--- src/rtl/ipsxe_floating_point_one_loc_seq_v1_0_if.sv ---
// Bus bundle for the sequential leading-one locator.
//   slave  : the locator sequencer (operand in, chunk out, locator result in,
//            position result out)
//   master : the environment (operand source, 8-bit one-location unit,
//            result sink)
// Signals:
//   i_valid/o_ready/i_data          operand handshake
//   o_loc_data/i_loc_pos/i_loc_zero  external 8-bit one-location unit
//   o_valid/i_ready/o_pos/o_zero     result handshake
//   o_busy                           high whenever the sequencer is not idle
interface ipsxe_floating_point_one_loc_seq_v1_0_if #(
  parameter int WIDTH = 32,
  parameter int PW    = $clog2(WIDTH)
);
  logic             i_valid;
  logic             o_ready;
  logic [WIDTH-1:0] i_data;
  logic [7:0]       o_loc_data;
  logic [2:0]       i_loc_pos;
  logic             i_loc_zero;
  logic             o_valid;
  logic             i_ready;
  logic [PW-1:0]    o_pos;
  logic             o_zero;
  logic             o_busy;

  modport slave (
    input  i_valid, i_data, i_loc_pos, i_loc_zero, i_ready,
    output o_ready, o_loc_data, o_valid, o_pos, o_zero, o_busy
  );

  modport master (
    output i_valid, i_data, i_loc_pos, i_loc_zero, i_ready,
    input  o_ready, o_loc_data, o_valid, o_pos, o_zero, o_busy
  );
endinterface

--- src/rtl/ipsxe_floating_point_one_loc_seq_v1_0.sv ---
// Sequential leading-one locator. A WIDTH-bit operand is scanned 8 bits at a
// time, MSB chunk first, through an external 8-bit one-location unit with a
// fixed LOC_LAT-cycle latency. The first non-zero chunk yields the bit index
// of the leading one; an all-zero operand reports o_zero.
// Ports:
//   i_clk     clock
//   i_rst     asynchronous active-high reset
//   i_aclken  clock enable; all state holds while low
//   i_flush   synchronous abort back to IDLE
//   bus       slave side of ipsxe_floating_point_one_loc_seq_v1_0_if
//
// state    | meaning
// ---------+-----------------------------------------------------------
// ST_IDLE  | waiting for an operand, o_ready high unless flushing
// ST_ISSUE | chunk j presented to the locator for its first cycle
// ST_WAIT  | chunk j held, counting locator latency, sample at LOC_LAT
// ST_DONE  | result valid, waiting for i_ready
module ipsxe_floating_point_one_loc_seq_v1_0 #(
  parameter int WIDTH   = 32,
  parameter int LOC_LAT = 2
) (
  input  logic i_clk,
  input  logic i_rst,
  input  logic i_aclken,
  input  logic i_flush,
  ipsxe_floating_point_one_loc_seq_v1_0_if.slave bus
);

  localparam int NCH = WIDTH / 8;
  localparam int PW  = $clog2(WIDTH);
  localparam int JW  = (NCH > 1) ? $clog2(NCH) : 1;
  localparam int CW  = $clog2(LOC_LAT + 1);

  localparam logic [JW-1:0] LAST_J = JW'(NCH - 1);
  localparam logic [CW-1:0] LAT_C  = CW'(LOC_LAT);

  typedef enum logic [1:0] {
    ST_IDLE,
    ST_ISSUE,
    ST_WAIT,
    ST_DONE
  } state_t;

  state_t           state_q;
  logic [WIDTH-1:0] data_q;
  logic [JW-1:0]    j_q;
  logic [CW-1:0]    cnt_q;
  logic [7:0]       loc_data_q;
  logic             valid_q;
  logic [PW-1:0]    pos_q;
  logic             zero_q;

  always_ff @(posedge i_clk or posedge i_rst) begin
    if (i_rst) begin
      state_q    <= ST_IDLE;
      data_q     <= '0;
      j_q        <= '0;
      cnt_q      <= '0;
      loc_data_q <= '0;
      valid_q    <= 1'b0;
      pos_q      <= '0;
      zero_q     <= 1'b0;
    end else if (i_aclken) begin
      if (i_flush) begin
        state_q    <= ST_IDLE;
        j_q        <= '0;
        cnt_q      <= '0;
        loc_data_q <= '0;
        valid_q    <= 1'b0;
      end else begin
        case (state_q)
          ST_IDLE: begin
            if (bus.i_valid) begin
              // data_q is kept left-aligned so the current chunk is always
              // its top byte; o_loc_data is registered to match.
              data_q     <= bus.i_data;
              loc_data_q <= bus.i_data[WIDTH-1 -: 8];
              j_q        <= '0;
              state_q    <= ST_ISSUE;
            end
          end
          ST_ISSUE: begin
            // The ISSUE cycle is the first cycle of locator latency, so the
            // count restarts at 1 and the result is sampled LOC_LAT cycles
            // after the chunk first appears.
            cnt_q   <= CW'(1);
            state_q <= ST_WAIT;
          end
          ST_WAIT: begin
            if (cnt_q == LAT_C) begin
              if (!bus.i_loc_zero) begin
                pos_q      <= PW'(8 * (NCH - 1 - int'(j_q)) + int'(bus.i_loc_pos));
                zero_q     <= 1'b0;
                valid_q    <= 1'b1;
                loc_data_q <= '0;
                state_q    <= ST_DONE;
              end else if (j_q == LAST_J) begin
                pos_q      <= '0;
                zero_q     <= 1'b1;
                valid_q    <= 1'b1;
                loc_data_q <= '0;
                state_q    <= ST_DONE;
              end else begin
                j_q        <= j_q + JW'(1);
                data_q     <= data_q << 8;
                loc_data_q <= data_q[WIDTH-9 -: 8];
                state_q    <= ST_ISSUE;
              end
            end else begin
              cnt_q <= cnt_q + CW'(1);
            end
          end
          ST_DONE: begin
            if (bus.i_ready) begin
              valid_q <= 1'b0;
              state_q <= ST_IDLE;
            end
          end
          default: begin
            state_q <= ST_IDLE;
          end
        endcase
      end
    end
  end

  assign bus.o_ready    = (state_q == ST_IDLE) && !i_flush;
  assign bus.o_busy     = (state_q != ST_IDLE);
  assign bus.o_loc_data = loc_data_q;
  assign bus.o_valid    = valid_q;
  assign bus.o_pos      = pos_q;
  assign bus.o_zero     = zero_q;

endmodule

--- src/flat_wrapper.sv ---
// flat-port wrapper written by rule: the top's interface ports become plain ports
module ipsxe_floating_point_one_loc_seq_v1_0_flat 
#(
  parameter int WIDTH   = 32,
  parameter int LOC_LAT = 2
)
  (i_clk, i_rst, i_aclken, i_flush, bus_i_valid, bus_i_data, bus_i_loc_pos, bus_i_loc_zero, bus_i_ready, bus_o_ready, bus_o_loc_data, bus_o_valid, bus_o_pos, bus_o_zero, bus_o_busy);
  ipsxe_floating_point_one_loc_seq_v1_0_if #(.WIDTH(WIDTH)) bus_i ();
  input  logic i_clk;
  input  logic i_rst;
  input  logic i_aclken;
  input  logic i_flush;
  input wire logic [$bits(bus_i.i_valid)-1:0] bus_i_valid;
  input wire logic [$bits(bus_i.i_data)-1:0] bus_i_data;
  input wire logic [$bits(bus_i.i_loc_pos)-1:0] bus_i_loc_pos;
  input wire logic [$bits(bus_i.i_loc_zero)-1:0] bus_i_loc_zero;
  input wire logic [$bits(bus_i.i_ready)-1:0] bus_i_ready;
  output wire logic [$bits(bus_i.o_ready)-1:0] bus_o_ready;
  output wire logic [$bits(bus_i.o_loc_data)-1:0] bus_o_loc_data;
  output wire logic [$bits(bus_i.o_valid)-1:0] bus_o_valid;
  output wire logic [$bits(bus_i.o_pos)-1:0] bus_o_pos;
  output wire logic [$bits(bus_i.o_zero)-1:0] bus_o_zero;
  output wire logic [$bits(bus_i.o_busy)-1:0] bus_o_busy;
  assign bus_i.i_valid = bus_i_valid;
  assign bus_i.i_data = bus_i_data;
  assign bus_i.i_loc_pos = bus_i_loc_pos;
  assign bus_i.i_loc_zero = bus_i_loc_zero;
  assign bus_i.i_ready = bus_i_ready;
  assign bus_o_ready = bus_i.o_ready;
  assign bus_o_loc_data = bus_i.o_loc_data;
  assign bus_o_valid = bus_i.o_valid;
  assign bus_o_pos = bus_i.o_pos;
  assign bus_o_zero = bus_i.o_zero;
  assign bus_o_busy = bus_i.o_busy;
  ipsxe_floating_point_one_loc_seq_v1_0 #(.WIDTH(WIDTH), .LOC_LAT(LOC_LAT)) u_core (.i_clk(i_clk), .i_rst(i_rst), .i_aclken(i_aclken), .i_flush(i_flush), .bus(bus_i));
endmodule
--- config.mk ---
export PLATFORM = sky130hd
export DESIGN_NAME = ipsxe_floating_point_one_loc_seq_v1_0_flat
export DESIGN_NICKNAME = d
export VERILOG_FILES = /design/src/rtl/ipsxe_floating_point_one_loc_seq_v1_0_if.sv /design/src/rtl/ipsxe_floating_point_one_loc_seq_v1_0.sv /design/src/flat_wrapper.sv
export SDC_FILE = /design/constraint.sdc
export NUM_CORES = 1
export LEC_CHECK = 0
export CAP_MARGIN = 20
export CORE_MARGIN = 3
export CORE_UTILIZATION = 40
export CTS_CLUSTER_DIAMETER = 30
export DETAILED_ROUTE_END_ITERATION = 8
export DONT_BUFFER_PORTS = 1
export GPL_ROUTABILITY_DRIVEN = 0
export GPL_TIMING_DRIVEN = 0
export SKIP_CTS_REPAIR_TIMING = 1
export SLEW_MARGIN = 20
export SYNTH_ARGS = -nofsm -noshare
export SYNTH_HDL_FRONTEND = slang
export SYNTH_SLANG_ARGS = --single-unit
--- constraint.sdc ---
create_clock -name i_clk -period 1.71 [get_ports i_clk]
set_input_delay 0.2565 -clock i_clk [delete_from_list [all_inputs] [get_ports i_clk]]
set_output_delay 0.2565 -clock i_clk [all_outputs]
set_load 0.02 [all_outputs]
=== Word-level counts from Yosys, hierarchy flattened ===
Cells that the tools add are included.

* Register bits: 45
* Output and inout port bits: 17

* Add/subtract/negate cells: 4
* Eq/ne operators: 17
* Mux-type cells: 36
* Reductions and logical operators: 15
* Bitwise gates (word level): 1

{| class="wikitable"
|+ Operator list
! operator !! number
|-
| $mux 24 || 4
|-
| $pmux 24 s2 || 1
|-
| $mux 8 || 5
|-
| $mux 2 || 13
|-
| $pmux 8 s2 || 1
|-
| $ne 3x3->1 const B || 5
|-
| $mux 5 || 2
|-
| $reduce_and 5->1 || 2
|-
| $reduce_bool 3->1 || 3
|-
| $eq 2x2->1 const B || 4
|-
| $pmux 2 s2 || 2
|-
| $pmux 2 s4 || 1
|-
| $reduce_and 4->1 || 2
|-
| $reduce_and 7->1 || 1
|-
| $mux 1 || 6
|-
| $ne 2x2->1 const B || 3
|-
| $reduce_and 6->1 || 1
|-
| $add 5x4->5 || 1
|-
| $add 2x1->2 const B || 2
|-
| $ne 2x1->1 const B || 2
|-
| $ne 4x3->1 const B || 1
|-
| $reduce_bool 2->1 || 2
|-
| $ne 3x2->1 const B || 1
|-
| $reduce_and 3->1 || 1
|-
| 7 further kinds || 7
|}

=== Longest topological paths before layout ===
Gate-level depths: netlist of run 1.

* Depth after elaboration: 6
* Mapped depth: 7
* Depth with buffers taken out: 6

=== Worst setup path before layout of run 1 ===
No wires, ideal clock.

* Path kind: register to register
* Start: register u_core.cnt_q[0]
* End: register u_core.loc_data_q[2], in the netlist u_core.bus.o_loc_data[2]
* Arrival: 1.509 ns
* Slack: 0.126 ns
* Required time: 1.636 ns
* Buffers on the path: 1
* Library setup time: 0.074 ns
* Period minus slack after synthesis: 1.584 ns
* Cell stages (with the launch flop): 8
* Path through: dfrtp_1 inv_1 ha_1 and2_1 o311ai_4 buf_2 nand2_1 o21ai_2

* Cells in the longest elaborated chain, start to end: 3

{| class="wikitable"
|+ RTL lines
! element !! RTL line !! RTL
|-
| start, declared || ipsxe_floating_point_one_loc_seq_v1_0.sv:47 || <nowiki>logic [CW-1:0] cnt_q;</nowiki>
|-
| start signal, assigned || ipsxe_floating_point_one_loc_seq_v1_0.sv:110 || <nowiki>cnt_q <= cnt_q + CW'(1);</nowiki>
|-
| $eq 2x2->1 || ipsxe_floating_point_one_loc_seq_v1_0.sv:90 || <nowiki>if (cnt_q == LAT_C) begin</nowiki>
|-
| $ne 3x2->1 (no line) || -- ||
|-
| $reduce_and 4->1 (no line) || -- ||
|-
| end signal, assigned || ipsxe_floating_point_one_loc_seq_v1_0.sv:77 || <nowiki>loc_data_q <= bus.i_data[WIDTH-1 -: 8];</nowiki>
|-
| end signal, assigned || ipsxe_floating_point_one_loc_seq_v1_0.sv:106 || <nowiki>loc_data_q <= data_q[WIDTH-9 -: 8];</nowiki>
|-
| end, declared || ipsxe_floating_point_one_loc_seq_v1_0.sv:48 || <nowiki>logic [7:0] loc_data_q;</nowiki>
|}

No other way between the ends.
A chain may end at the register's enable or synchronous reset.

=== Final worst setup path of run 1 ===
* Start: register u_core.cnt_q[0]
* End: register u_core.loc_data_q[7], in the netlist u_core.bus.o_loc_data[7]

Same word-level chain as after synthesis.

==> out/metrics.cfg, run 1 <==
[run_status]
status = completed

[finish]
multi_input_area_um2 = 1030
drive_gt1_frac = 0.195
nNetsFinal = 265
fin_util = 0.494
fillers = 499
seq_area_um2 = 1130
antenna_cells = 0
syn_to_final_growth_pct = 17.0
final_cells = 291

[synthesis]
synth_cell_types = 38
netlist_area_um2 = 2200
ys.flop_type = dfrtp_1
synthTopCellsByArea = dfrtp_1, mux2i_1, o21ai_1, nand2_1, mux2_1
synth_xor_area_frac = 0
yosys.area_share.simple = 0.139
async_reset_ff_frac = 1.00
synth_edf_count = 0
synth-compound-area-share = 0.171
postSynthCellCount = 201
synth_fa_ha_area_frac = 0.0171
syn_nets = 246
synth_seq_area_share = 0.513
yosysTopAreaCell = dfrtp_1
avgSynthCellArea_um2 = 10.9
synth.mux.area_fraction = 0.123
synth_common_cells = dfrtp_1, o21ai_1, nand2_1
synth_top_area_share = 0.513
yosysMostFrequentCell = dfrtp_1
yosys_warnings = 0
synth_top_family_by_area = compound AO/OA/AOI/OAI gates
synth_seq_cells = 45

[critical_path]
end_kind = register
crit_path_frequent_cell = buf_6
cpLargestDelayFamily = compound AO/OA/AOI/OAI gates
cp.required_ns = 1.94
crit_slowest_cell = dfrtp_1
start_kind = register
cp.arrival_ns = 1.89
crit_chain = inv_1, ha_2, and2_1, o311ai_4, buf_6, buf_6, nand2_1, o21ai_1
worstPathMaxFanout = 10
setup.worst_path.class = reg2reg
slowest_delay_ns = 0.38
worst-path-buf-inv = 3

[routing]
route.detailed.drc = 0
antenna_left = 0
wl_um = 4670
wire_per_inst_um = 16.0
vias = 1522
drtIter0Drc = 86
vias_per_cell = 5.23
drt-pass1-iter-count = 4

[flow_run]
max-cap-violations = 0

[floorplanning]
pin_count = 59
initial_core_util = 0.422
die_h_um = 80.1
core.rowCount = 26
core_area_um2 = 5200
die-area_um2 = 6410
die_x_um = 80.1

[clock_tree]
cts_made_buffers = 5
cts.sink_count = 45
path_clk_slew_ns = 0.08
cts_buffer_depth = 2
cts-root-buf = clkbuf_8
htreeDepth = 2
tritoncts = done
clock_latency_ns = 0.30

[power_and_ir_drop]
peakVddDrop_uv = 626
power_per_cell_area_nw_per_um2 = 1520
p_leak_uw = 0.00116

[sta]
rsz0062_at_grt = true
slew_violations = 0
finalClockSkew_ns = 0.00439
worst_pin_slew_ns = 0.473
period_minus_slack_ns = 1.66
maxSlewHeadroom = 0.684
hold_violations = 0
final-setup-viol-count = 0
clock.fmax_mhz = 601
fin_crit_sh = 0.972
worst_slack_ns = 0.0471

[grt]
grt_first_pass_wirelength_um = 7710
grtUsageTotal = 0.157
overflow = 0
grt_pass1_vias = 1527
antenna_found_initial = 0
grt_max_degree = 35

[placed_design]
portBuffers = 0
dp_hpwl_um = 3430
dp_cells = 272
place_ws_ns = -0.186

[hold_path]
hold_path.class = in2reg

-- per-stage QoR --
step / setup TNS [ns] / hold slack (ns) / instance area (um2) / total power, uW
4_1_cts: -5.42 / -0.224 / 2410 / 3760
2_1_floorplan: 0 / 0.389 / 2200 / 2690
6_report: 0 / 0.0808 / 2570 / 3900
5_1_grt: -0.0922 / 0.0710 / 2570 / 4180
3_3_place_gp: -8.83 / 0.390 / 2280 / 2910
3_5_place_dp: -4.52 / 0.109 / 2300 / 2950
-- registers in the layout, indices dropped and copies added, names as in the netlist --
signal                 count
u_core.bus.o_valid         1
u_core.state_q             2
u_core.bus.o_pos           5
u_core.bus.o_zero          1
u_core.j_q                 2
u_core.bus.o_loc_data      8
u_core.data_q             24
u_core.cnt_q               2
-- layout make-up --
type                       instances  area share
timing repair buffer              12      0.0438
multi-input combinational        140       0.401
clock buffer                       6      0.0282
tap                               70      0.0341
buffer                            11      0.0326
clock inverter                     2      0.0151
sequential                        45       0.438
inverter                           5     0.00730
-- cell usage in the layout (no fill, tap or decap), types with 3 or more instances in the layout --
cell,netlist,layout
dfrtp_1,45,45
o21ai_1,27,26
nand2_1,25,25
mux2i_1,18,18
mux2_1,8,8
a22oi_1,8,8
a22o_1,8,8
buf_4,0,8
nor2b_1,7,7
buf_6,2,6
nor2_1,7,6
clkbuf_8,0,5
buf_2,5,3
inv_1,4,3
-- routing by layer --
| metal | up-vias | GRT usage | share of wire |
|---|---|---|---|
| met1 | 702 | 0.226 | 0.47 |
| met3 | 7 | 0.0415 | 0.065 |
| met2 | 46 | 0.219 | 0.44 |
| met4 | 0 | 0.0709 | 0.020 |
| li1 | 767 | - | - |
| met5 | - | 0 | 0 |
-- cell families after synthesis --
logic type,after synthesis
buf+inv,16
simple gates,56
flops,45
compound gates,55
fa+ha+maj,3
mux,26
-- final timing paths --
path                                                     from                              endpoint  slack, ns  cells after the start
min in group asynchronous                               i_rst        u_core.bus.o_valid$_DFFE_PP0P_       0.34                      2
worst min-delay path                            bus_i_data[2]          u_core.data_q[2]$_DFFE_PP0P_       0.08                      1
max in group asynchronous                               i_rst         u_core.data_q[19]$_DFFE_PP0P_       0.91                      3
worst max-delay path              u_core.cnt_q[0]$_DFFE_PP0P_  u_core.bus.o_loc_data[7]$_DFFE_PP0P_       0.05                      8
worst max register to register    u_core.cnt_q[0]$_DFFE_PP0P_  u_core.bus.o_loc_data[7]$_DFFE_PP0P_       0.05                      8
worst min register to register  u_core.data_q[23]$_DFFE_PP0P_         u_core.data_q[23]$_DFFE_PP0P_       0.49                      2
-- power breakdown --
part,switching [uW],internal (uW)
clock network,368,439
registers,339,1450
logic,646,657
Power figures use the tool's default switching activity.
==> run 2: changes to the inputs <==
Settings changed: CORE_MARGIN 3 to unset, SKIP_CTS_REPAIR_TIMING 1 to unset.
==> out/metrics.cfg, run 2 (synthesis results as in run 1) <==
[critical_path]
end_kind = register
crit_slowest_cell = dfrtp_1
cpLargestDelayFamily = simple AND/OR/NAND/NOR gates
slowest_delay_ns = 0.43
worst-path-buf-inv = 1
cp.required_ns = 1.89
crit_chain = buf_6, nor3b_4, nand3_2, nor2_4, mux2_1
setup.worst_path.class = reg2reg
path_depth = 5
cp.arrival_ns = 1.81
start_kind = register
rr_worst_depth = 5
worstPathMaxFanout = 10

[power_and_ir_drop]
p_leak_uw = 0.00116
finalPower_uw = 3860
peakVddDrop_uv = 814
power_per_cell_area_nw_per_um2 = 1510

[floorplanning]
core.rowCount = 26
core_area_um2 = 5200
pin_count = 59
die-area_um2 = 5790
die_h_um = 76.1
die_x_um = 76.1
initial_core_util = 0.422

[sta]
slew_violations = 0
finalClockSkew_ns = 0.00630
whs_ns = 0.0872
worst_pin_slew_ns = 0.550
fin_crit_sh = 0.955
period_minus_slack_ns = 1.63
finalSetupTns_ns = 0
clock.fmax_mhz = 612
final-setup-viol-count = 0
hold_violations = 0
maxSlewHeadroom = 0.631

[routing]
wl_um = 4510
route.detailed.drc = 0
drtIter0Drc = 87
wire_per_inst_um = 15.6
vias = 1480
vias_per_cell = 5.10
drt-pass1-iter-count = 3
antenna_left = 0

[finish]
mostFrequentLayoutCells = dfrtp_1, o21ai_1, nand2_1
antenna_cells = 0
top_register = u_core.data_q
nNetsFinal = 264
drive_gt1_frac = 0.191
mostFrequentLayoutCell = dfrtp_1
largest_reg_flops = 24
fin_util = 0.492
syn_to_final_growth_pct = 16.6

[clock_tree]
tritoncts = done
path_clk_slew_ns = 0.09
htreeDepth = 2
cts.sink_count = 45
cts_buffer_depth = 2
cts_made_buffers = 5
cts-root-buf = clkbuf_8
clock_latency_ns = 0.30

[flow_run]
max-cap-violations = 0

[hold_path]
hold_depth = 1
hold_path.class = in2reg

[grt]
grt_first_pass_wirelength_um = 7680
grt_max_degree = 35
antenna_found_initial = 0
overflow = 0
grt_pass1_vias = 1499
grtUsageTotal = 0.171

[run_status]
status = completed

[placed_design]
dp_hpwl_um = 3230
portBuffers = 0

run 2: cell count changes in the layout (fill, tap and decap cells not counted):
cell	previous run	this run
clkbuf_4	2	3
buf_6	6	5
buf_2	3	2
run 2: worst paths after layout:
path,from,slack [ns],end
setup reg to reg,u_core.state_q[0]$_DFFE_PP0P_,0.08,u_core.bus.o_pos[0]$_DFFE_PP0P_
max in group asynchronous,i_rst,0.89,u_core.data_q[17]$_DFFE_PP0P_
setup / recovery,u_core.state_q[0]$_DFFE_PP0P_,0.08,u_core.bus.o_pos[0]$_DFFE_PP0P_
hold / removal,bus_i_data[6],0.09,u_core.data_q[6]$_DFFE_PP0P_
hold reg to reg,u_core.data_q[9]$_DFFE_PP0P_,0.49,u_core.data_q[9]$_DFFE_PP0P_
min in group asynchronous,i_rst,0.36,u_core.j_q[0]$_DFFE_PP0P_
run 2: area by class of cell:
| cell class | instances | area [um2] |
|---|---|---|
| Sequential cell | 45 | 1130 |
| Clock buffer | 6 | 72.6 |
| Fill cell | 500 | 2640 |
| Timing Repair Buffer | 11 | 101 |
| Multi-Input combinational cell | 140 | 1030 |
| Tap cell | 70 | 87.6 |
| Inverter | 5 | 18.8 |
| Clock inverter | 2 | 38.8 |
| Buffer | 11 | 86.3 |
run 2: power by group:
part / leakage, uW / total [uW] / switching, uW / internal [uW]
registers: 0.000583 / 1790 / 337 / 1450
clock network: 0.0000554 / 808 / 369 / 439
logic: 0.000519 / 1260 / 630 / 630
run 2: through the flow:
stage	std cells	instance area, um2	worst slack [ns]
finish	290	2560	0.0769
global route	290	2560	-0.00711
CTS	284	2490	0.0148
detailed placement	272	2300	-0.204
global placement	271	2280	-0.206
floorplan	201	2200	0.126
run 2: metal layers:
| layer | vias up | global-route usage | wire, um |
|---|---|---|---|
| met5 | - | 0 | 0 |
| met4 | 0 | 0.0635 | 59 |
| met3 | 4 | 0.0503 | 223 |
| met2 | 38 | 0.245 | 1930 |
| met1 | 684 | 0.245 | 2300 |
| li1 | 754 | - | - |
run 2: timing repair:
| action | in CTS | in global routing |
|---|---|---|
| resized for setup | 12 | 11 |
| setup endpoints to repair | 40 | 41 |
| endpoints found under the hold margin | 11 | 0 |
| pin swaps | 3 | 6 |
| hold buffers | 1 | 0 |
| setup buffers | 3 | 6 |
==> run 3: changes to the inputs <==
Settings changed: ABC_AREA set to 1, CORE_MARGIN set to 5.
==> out/metrics.cfg, run 3 <==
[critical_path]
setup.worst_path.class = reg2out
startpoint = u_core.state_q[1]$_DFFE_PP0P_
cpLargestDelayFamily = flip-flops
r2r_slack_ns = 0.13
rr_worst_depth = 8
r2r_start = u_core.j_q[0]$_DFFE_PP0P_
cp.required_ns = 1.45
cp.arrival_ns = 1.34
worstReg2RegEnd = u_core.data_q[14]$_DFFE_PP0P_
slowest_delay_ns = 0.36
crit_slowest_cell = dfrtp_1
start_kind = register
crit_chain = buf_4, nor2_1, inv_1, nor2_4
path_depth = 4
worstPathMaxFanout = 7
worst-path-buf-inv = 2
end_kind = output pin
critPathCapture = bus_o_ready

[finish]
largest_reg_flops = 24
seq_area_um2 = 1130
drive_gt1_frac = 0.113
multi_input_area_um2 = 1140
nNetsFinal = 398
stdcell_area_um2 = 2680
antenna_cells = 0
top_register = u_core.data_q
mostFrequentLayoutCells = nand2_1, dfrtp_1, nor2_1
mostFrequentLayoutCell = nand2_1
syn_to_final_growth_pct = 9.70
fillers = 639

[sta]
period_minus_slack_ns = 1.60
clock.fmax_mhz = 625
finalClockSkew_ns = 0.00943
slew_violations = 0
whs_ns = 0.0860
maxSlewHeadroom = 0.644
fin_crit_sh = 0.935
final-setup-viol-count = 0
worst_pin_slew_ns = 0.532
worst_slack_ns = 0.111
hold_violations = 0

[floorplanning]
core_area_um2 = 5920
pin_count = 59
core.rowCount = 28
initial_core_util = 0.412
die-area_um2 = 7760
die_h_um = 88.1
die_x_um = 88.1

[grt]
antenna_found_initial = 0
grtUsageTotal = 0.152
grt_first_pass_wirelength_um = 9190
grt_max_degree = 35
grt_pass1_vias = 1982
overflow = 0

[synthesis]
ys.flop_type = dfrtp_1
netlist_area_um2 = 2440
yosys_warnings = 0
synth_common_cells = nand2_1, dfrtp_1, nor2_1
async_reset_ff_frac = 1.00
avgSynthCellArea_um2 = 7.11
synth_edf_count = 0
postSynthCellCount = 343
synthTopCellsByArea = dfrtp_1, nand2_1, nand3_1, nor2_1, inv_1
synth_seq_area_share = 0.462
yosysMostFrequentCell = nand2_1
yosysTopAreaCell = dfrtp_1
synth_top_area_share = 0.462
synth_seq_cells = 45
synth_cell_types = 20
syn_nets = 388

[routing]
wl_um = 5330
drt-pass1-iter-count = 4
vias_per_cell = 4.62
route.detailed.drc = 0
antenna_left = 0
vias = 1979
wire_per_inst_um = 12.4
drtIter0Drc = 91

[power_and_ir_drop]
finalPower_uw = 3580
switching_power_uw = 1400
p_leak_uw = 0.00151
peakVddDrop_uv = 613
clkPwrFrac = 0.190
power_per_cell_area_nw_per_um2 = 1340
p_comb_frac = 0.321
seqPwrFrac = 0.489
p_int_uw = 2180
swShare = 0.391

[clock_tree]
clock_latency_ns = 0.30
htreeDepth = 2
tritoncts = done
cts_made_buffers = 5
path_clk_slew_ns = 0.09
cts.sink_count = 45
cts-root-buf = clkbuf_8
cts_buffer_depth = 2

[placed_design]
portBuffers = 0
placed_cell_area_um2 = 2550
place_ws_ns = 0.0659
dp_hpwl_um = 4040

[run_status]
status = completed

[hold_path]
hold_path.class = in2reg

[flow_run]
max-cap-violations = 0

-- run 3: cells by family after synthesis --
logic type,count (synthesis),share of synthesized area
AO/OA/AOI/OAI,13,0.0272
flip-flops,45,0.462
AND/OR/NAND/NOR,246,0.423
buffers and inverters,36,0.0729
adder cells (fa/ha/maj),3,0.0154
-- run 3: worst min path at each step --
stage / startpoint / to / slack, ns / depth (start not counted)
after floorplan: bus_i_loc_pos[0] / u_core.bus.o_pos[0]$_DFFE_PP0P_ / 0.40 / 2
after global placement: bus_i_data[4] / u_core.data_q[4]$_DFFE_PP0P_ / 0.41 / 2
after detailed placement: i_rst / u_core.bus.o_zero$_DFFE_PP0P_ / 0.09 / 1
after CTS: bus_i_loc_pos[2] / u_core.bus.o_pos[2]$_DFFE_PP0P_ / 0.07 / 2
after global routing: bus_i_loc_pos[0] / u_core.bus.o_pos[0]$_DFFE_PP0P_ / 0.07 / 2
final: bus_i_loc_pos[2] / u_core.bus.o_pos[2]$_DFFE_PP0P_ / 0.09 / 2
-- run 3: power groups by stage --
stage | clock, uW | combinational, uW | sequential [uW]
4_1_cts | 704 | 1140 | 1750
3_3_place_gp | 0 | 1110 | 1760
2_1_floorplan | 0 | 939 | 1710
5_1_grt | 749 | 1360 | 1800
6_report | 681 | 1150 | 1750
3_5_place_dp | 0 | 1130 | 1770
-- run 3: final cells by class --
| type | instances | share of cell area |
|---|---|---|
| flip-flops and latches | 45 | 0.421 |
| well taps | 75 | 0.0351 |
| clock inverters | 1 | 0.00281 |
| plain buffers | 12 | 0.0337 |
| repair buffers | 4 | 0.0168 |
| inverters | 23 | 0.0323 |
| clock buffers | 6 | 0.0309 |
| multi-input cells | 262 | 0.427 |
-- run 3: repair_timing --
action                                  CTS  global route
hold buffers                              1             0
hold endpoints to repair                 11             0
endpoints found under the setup margin    1            27
buffers inserted                          0             2
pin swaps                                 0             1
gates resized for setup                   1             3
-- run 3: routing by layer --
metal | global-route usage | wire length, um | up-vias
met5 | 0 | 0 | -
met3 | 0.0602 | 476 | 8
met2 | 0.239 | 2370 | 49
li1 | - | - | 1067
met1 | 0.189 | 2390 | 855
met4 | 0.0577 | 91 | 0
-- run 3: worst reg2reg max path, stage by stage (launching register included) --
cell	delay, ns
dfrtp_1	0.43
ha_1	0.33
nor2_1	0.17
nand2_2	0.08
nand2_4	0.11
nand2_4	0.09
buf_6	0.16
nand2_1	0.06
nand2_1	0.05
-- run 3: through the flow --
| stage | TNS, ns | instances | utilization |
|---|---|---|---|
| after global routing | -0.000246 | 428 | 0.452 |
| after floorplan | 0 | 343 | - |
| after global placement | -4.31 | 418 | 0.428 |
| after CTS | 0 | 427 | 0.448 |
| after detailed placement | 0 | 419 | 0.431 |
| final | 0 | 428 | 0.452 |
